===== config.mk =====
export PLATFORM = sky130hd
export DESIGN_NAME = fork_join_ctrl
export DESIGN_NICKNAME = d
export VERILOG_FILES = /design/src/rtl/fork_join_pkg.sv /design/src/rtl/fork_join_ctrl_first_done_enc.sv /design/src/rtl/fork_join_ctrl.sv
export SDC_FILE = /design/constraint.sdc
export NUM_CORES = 1
export LEC_CHECK = 0
export CAP_MARGIN = 20
export CORE_MARGIN = 5
export CORE_UTILIZATION = 35
export CTS_CLUSTER_SIZE = 24
export DETAILED_ROUTE_END_ITERATION = 6
export PLACE_DENSITY_LB_ADDON = 0.05
export SLEW_MARGIN = 40
export SYNTH_ARGS = -nofsm -noshare
export SYNTH_HDL_FRONTEND = slang
export SYNTH_HIERARCHICAL = 1
export SYNTH_SLANG_ARGS = --single-unit

===== constraint.sdc =====
create_clock -name clk -period 3.9 [get_ports clk]
set_input_delay 1.17 -clock clk [delete_from_list [all_inputs] [get_ports clk]]
set_output_delay 1.17 -clock clk [all_outputs]
set_load 0.02 [all_outputs]

===== src/rtl/fork_join_pkg.sv =====
// Shared types for the fork/join controller: join modes, FSM states, mode decode.
package fork_join_pkg;

  localparam int unsigned MODE_W = 2;

  localparam logic [MODE_W-1:0] MODE_ALL  = 2'd0;
  localparam logic [MODE_W-1:0] MODE_ANY  = 2'd1;
  localparam logic [MODE_W-1:0] MODE_NONE = 2'd2;

  typedef enum logic [MODE_W-1:0] {
    JOIN_ALL  = MODE_ALL,
    JOIN_ANY  = MODE_ANY,
    JOIN_NONE = MODE_NONE
  } join_mode_e;

  typedef enum logic [1:0] {
    S_IDLE,
    S_LAUNCH,
    S_WAIT,
    S_DRAIN
  } state_e;

  // The reserved encoding 3 falls back to join_all.
  function automatic join_mode_e decode_mode(input logic [MODE_W-1:0] raw);
    case (raw)
      MODE_ANY:  return JOIN_ANY;
      MODE_NONE: return JOIN_NONE;
      default:   return JOIN_ALL;
    endcase
  endfunction

endpackage


===== src/rtl/fork_join_ctrl_first_done_enc.sv =====
// Lowest-index priority encoder used to pick the first finishing worker.
module first_done_enc #(
  parameter int unsigned N_WORKERS = 2,
  parameter int unsigned ID_W      = $clog2(N_WORKERS)
) (
  input  logic [N_WORKERS-1:0] req,
  output logic [ID_W-1:0]      idx,
  output logic                 any
);

  always_comb begin
    idx = '0;
    for (int i = int'(N_WORKERS) - 1; i >= 0; i--) begin
      if (req[i]) idx = ID_W'(i);
    end
  end

  assign any = |req;

endmodule


===== src/rtl/fork_join_ctrl.sv =====
// Fork/join controller: launches all workers on a fork and releases the
// requester according to the latched join mode, tracking stragglers afterwards.
module fork_join_ctrl
  import fork_join_pkg::*;
#(
  parameter int unsigned N_WORKERS = 2,
  parameter int unsigned ID_W      = $clog2(N_WORKERS)
) (
  input  logic                 clk,
  input  logic                 rst,
  input  logic                 fork_valid,
  input  logic [1:0]           fork_mode,
  output logic                 fork_ready,
  output logic [N_WORKERS-1:0] start,
  input  logic [N_WORKERS-1:0] done,
  output logic                 proceed,
  output logic [ID_W-1:0]      first_id,
  output logic [N_WORKERS-1:0] pending,
  output logic                 busy,
  output logic                 err_spurious
);

  localparam logic [N_WORKERS-1:0] ALL_ONES = '1;

  state_e               state_q, state_d;
  join_mode_e           mode_q, mode_d, fork_mode_dec;
  logic [N_WORKERS-1:0] pending_q, pending_d;
  logic [N_WORKERS-1:0] start_q, start_d;
  logic [N_WORKERS-1:0] hit, remaining;
  logic                 proceed_q, proceed_d;
  logic                 err_spurious_q, err_spurious_d;
  logic [ID_W-1:0]      first_id_q, first_id_d;
  logic [ID_W-1:0]      enc_idx;
  logic                 enc_any;
  logic                 first_hit;

  assign hit           = done & pending_q;
  assign remaining     = pending_q & ~done;
  // Pending only drops from all-ones on the very first completion of a job.
  assign first_hit     = (pending_q == ALL_ONES) && enc_any;
  assign fork_mode_dec = decode_mode(fork_mode);

  first_done_enc #(
    .N_WORKERS (N_WORKERS),
    .ID_W      (ID_W)
  ) u_enc (
    .req (hit),
    .idx (enc_idx),
    .any (enc_any)
  );

  always_comb begin
    state_d        = state_q;
    mode_d         = mode_q;
    pending_d      = pending_q;
    start_d        = '0;
    proceed_d      = 1'b0;
    first_id_d     = first_id_q;
    err_spurious_d = |(done & ~pending_q);

    case (state_q)
      S_IDLE: begin
        if (fork_valid) begin
          mode_d     = fork_mode_dec;
          pending_d  = ALL_ONES;
          start_d    = ALL_ONES;
          first_id_d = '0;
          proceed_d  = (fork_mode_dec == JOIN_NONE);
          state_d    = S_LAUNCH;
        end
      end
      S_LAUNCH, S_WAIT: begin
        pending_d = remaining;
        if (first_hit && mode_q != JOIN_NONE) first_id_d = enc_idx;
        case (mode_q)
          JOIN_NONE: state_d = (remaining == '0) ? S_IDLE : S_DRAIN;
          JOIN_ANY: begin
            if (first_hit) begin
              proceed_d = 1'b1;
              state_d   = (remaining == '0) ? S_IDLE : S_DRAIN;
            end else begin
              state_d = S_WAIT;
            end
          end
          default: begin
            if (remaining == '0) begin
              proceed_d = 1'b1;
              state_d   = S_IDLE;
            end else begin
              state_d = S_WAIT;
            end
          end
        endcase
      end
      S_DRAIN: begin
        pending_d = remaining;
        if (remaining == '0) state_d = S_IDLE;
      end
      default: state_d = S_IDLE;
    endcase
  end

  always_ff @(posedge clk or posedge rst) begin
    if (rst) begin
      state_q        <= S_IDLE;
      mode_q         <= JOIN_ALL;
      pending_q      <= '0;
      start_q        <= '0;
      proceed_q      <= 1'b0;
      first_id_q     <= '0;
      err_spurious_q <= 1'b0;
    end else begin
      state_q        <= state_d;
      mode_q         <= mode_d;
      pending_q      <= pending_d;
      start_q        <= start_d;
      proceed_q      <= proceed_d;
      first_id_q     <= first_id_d;
      err_spurious_q <= err_spurious_d;
    end
  end

  assign fork_ready   = (state_q == S_IDLE);
  assign busy         = (state_q != S_IDLE);
  assign start        = start_q;
  assign proceed      = proceed_q;
  assign first_id     = first_id_q;
  assign pending      = pending_q;
  assign err_spurious = err_spurious_q;

endmodule


==> impl_metrics.csv, run 1 <==
group,metric,value,unit
clock_tree,cts_buffers,3,
outcome,outcome,"finished, final reports clean",
clock_tree,cts.reportedPaths.clkPinSlew,70,ps
detailed_routing,drc,0,
worst_setup_path,critPathRequiredTime,2730,ps
yosys,ys_seq_elements,10,
yosys,synth_ff_type,"dfrtp_1",
power_and_ir_drop,ir_drop,0.3043,mV
floorplan,rows,15,
yosys,synth_compound_area_frac,0.1951,
yosys,synth-edff-count,0,
worst_setup_path,worstPathMaxFanout,5,
detailed_routing,drtIter0Drc,16,
final_layout,multiInputGateArea,320.3,sq um
timing,finalHoldViolations,0,
yosys,synth_top_family_by_area,"compound AO/OA/AOI/OAI gates",
detailed_routing,firstDrtPassIters,4,
final_layout,nets,96,
worst_setup_path,crit_path_max_incr_delay,600,ps
worst_setup_path,crit_path_cell_trace,"inv_1, ha_1, inv_1, clkdlybuf4s50_1",
worst_setup_path,crit_path_start_kind,"flop",
timing,finalCritPeriodShare,0.7378,
worst_setup_path,r2r_slack,2400,ps
worst_setup_path,path_depth,4,
detailed_routing,ant_nets,0,
yosys,ys_seq_area_frac,0.4065,
clock_tree,cts_buffer_depth,2,
global_route,grt_pass1_wl,2125,um
final_layout,nFillCells,158,
worst_setup_path,ff2ff_path_depth,6,
timing,setup-violations-final,0,
yosys,yosys.area_share.simple,0.1870,
global_route,grt_pass1_vias,477,
floorplan,fp.dieArea,2698,sq um
worst_setup_path,crit_slowest_cell,"clkdlybuf4s50_1",
global_route,grt_max_degree,11,
min_path,whs_path_depth,1,
place,dp_cells,103,
place,gp_congestion,0.7673,
timing,max_freq,347.6,MHz
yosys,syn_inst,64,
floorplan,start_util,0.3604,
final_layout,antenna_cells,0,
clock_tree,root_buffer,"clkbuf_4",
final_layout,drive_gt1_frac,0.04938,
place,portBuffers,15,
detailed_routing,viasPerCell,4.840,
worst_setup_path,cp_top_family,"buffers and inverters",
yosys,yosys.area_share.adder,0.1220,
power_and_ir_drop,p_total,637.8,uW
yosys,synth_nets,77,
yosys,synthXorXnorAreaFrac,0,
timing,tightest_slew,398.3,ps
power_and_ir_drop,p_leak,0.0003677,uW
floorplan,coreArea,1708,sq um
detailed_routing,routed_wirelength,1319,um
clock_tree,ctsResizeCount,0,
global_route,grt_usage,0.1097,
clock_tree,cts_setup_buffers,0,
detailed_routing,vias,513,
worst_setup_path,crit_path_frequent_cell,"inv_1",
worst_setup_path,critPathKind,"flop to output port",
global_route,antenna_found_initial,0,
yosys,ys_types,25,
yosys,netlist_area,615.6,sq um
timing,rsz0062_at_grt,"false",
yosys,syn_avg_cell_area,9.619,sq um
timing,finalSetupTns,0,ps
power_and_ir_drop,p_per_area,785.4,nW/um^2
timing,slew_viol_final,0,
floorplan,io_pins,16,
clock_tree,htreeDepth,1,
min_path,hold_class,"flop to flop",
timing,skew,3.479,ps
yosys,synthArstFlopShare,1.000,
worst_setup_path,crit_buf_inv,3,
worst_setup_path,cp-end-kind,"output port",
final_layout,finalNonFillerCells,106,
floorplan,die_w,51.94,um
worst_setup_path,cp.arrival,1710,ps
final_layout,design_area,812.0,sq um
global_route,grt_remaining_overflow,0,
clock_tree,cts_tree,"yes",
flow_run,drv_cap,0,
final_layout,areaGrowthSynthToFinish,31.91,%
place,dpl_cell_area,789.5,sq um
clock_tree,cts_sinks,10,
detailed_routing,post_drt_wl_per_cell,12.44,um
timing,period_minus_slack,2877,ps
final_layout,final-seq-area,250.2,sq um
floorplan,die_h,51.94,um
clock_tree,clk_latency,270,ps
clock_tree,cts-hold-fix-buffers,0,
yosys,synth.yosys.warnings,6,
timing,maxSlewHeadroom,0.7342,
place,dpl.hpwl,1004,um
final_layout,utilization,0.4755,
yosys,synth_mux_area_frac,0.01626,
cells in the mapped netlist, types with 2 or more instances:
cell type	instances	area, sq um
and2_1	2	12.51
ha_1	6	75.07
nand2_1	4	15.01
dfrtp_1	10	250.2
a22o_1	4	35.03
inv_1	10	37.54
o22ai_1	3	18.77
o21ai_0	3	15.01
nand2b_1	4	25.02
nand3b_1	2	15.01
o21ai_1	2	10.01
cells in the final DEF, fill, tap and decap left out, types with 2 or more instances in the layout:
cell             synthesis  layout
clkdlybuf4s50_1          0      15
inv_1                   10      10
dfrtp_1                 10      10
ha_1                     6       6
nand2b_1                 4       4
nand2_1                  4       4
a22o_1                   4       4
o21ai_0                  3       3
o22ai_1                  3       3
clkbuf_4                 0       3
o21ai_1                  2       2
nand3b_1                 2       2
and2_1                   2       2
registers in the layout, indices dropped and copies added, names as in the netlist:
register,cells
pending,2
first_id,1
mode_q,2
start,1
state_q,2
proceed,1
err_spurious,1
logic make-up (layout without fill, tap and decap cells):
kind of cell,count (synthesis),after routing
AND/OR/NAND/NOR,19,19
multiplexers,1,1
AO/OA/AOI/OAI,17,17
adder cells (fa/ha/maj),6,6
buffers and inverters,11,28
flip-flops,10,10
layer usage:
layer,track usage,vias up,wire [um]
met5,0,-,0
li1,-,260,-
met1,0.1544,230,658
met3,0.04585,3,97
met4,0.03930,0,19
met2,0.1464,20,544
power breakdown:
part / internal, uW / leakage [uW] / switching, uW / total, uW
combinational: 181 / 0.000228 / 199 / 380
clock: 35.7 / 0.0000138 / 35.9 / 71.6
sequential: 148 / 0.000126 / 38.2 / 186
total: 365 / 0.000368 / 273 / 638
path summary, 6_finish.rpt:
| check | startpoint | endpoint |
|---|---|---|
| worst max register to register | pending[0]$_DFFE_PP0P_ | state_q[1]$_DFFE_PP0P_ |
| max in group asynchronous | rst | state_q[1]$_DFFE_PP0P_ |
| worst min register to register | first_id$_DFFE_PP0P_ | first_id$_DFFE_PP0P_ |
| min in group asynchronous | rst | start[0]$_DFF_PP0_ |
| worst max-delay path | state_q[0]$_DFFE_PP0P_ | busy |
| worst min-delay path | first_id$_DFFE_PP0P_ | first_id$_DFFE_PP0P_ |
layout make-up:
type	instances	area share
Tap cell	25	0.03852
Timing Repair Buffer	15	0.1849
Multi-Input combinational cell	43	0.3945
Sequential cell	10	0.3082
Clock buffer	3	0.02773
Inverter	10	0.04622
stage by stage:
stage	hold slack (ps)	worst slack (ps)
finish	538.2	1023
global route	582.3	938.9
CTS	535.3	1009
detailed placement	520.3	1215
global placement	522.6	1247
floorplan	526.3	1760
(Power assumes the default switching activity.)
==> inputs of run 2 (changes only) <==
Clock period 3.9 ns to 2.7 ns, I/O delays scaled along.
==> results of run 2 <==
Same layout as run 1 (identical final DEF). Status: finished, final reports clean.
Among the figures that moved: setup slack after placement 1215 ps -> 374.8 ps; setup slack after layout 1023 ps -> 182.8 ps; register-to-register setup slack 2400 ps -> 1200 ps; total power 637.8 uW -> 921.2 uW; worst IR drop on VDD 0.3043 mV -> 0.4395 mV
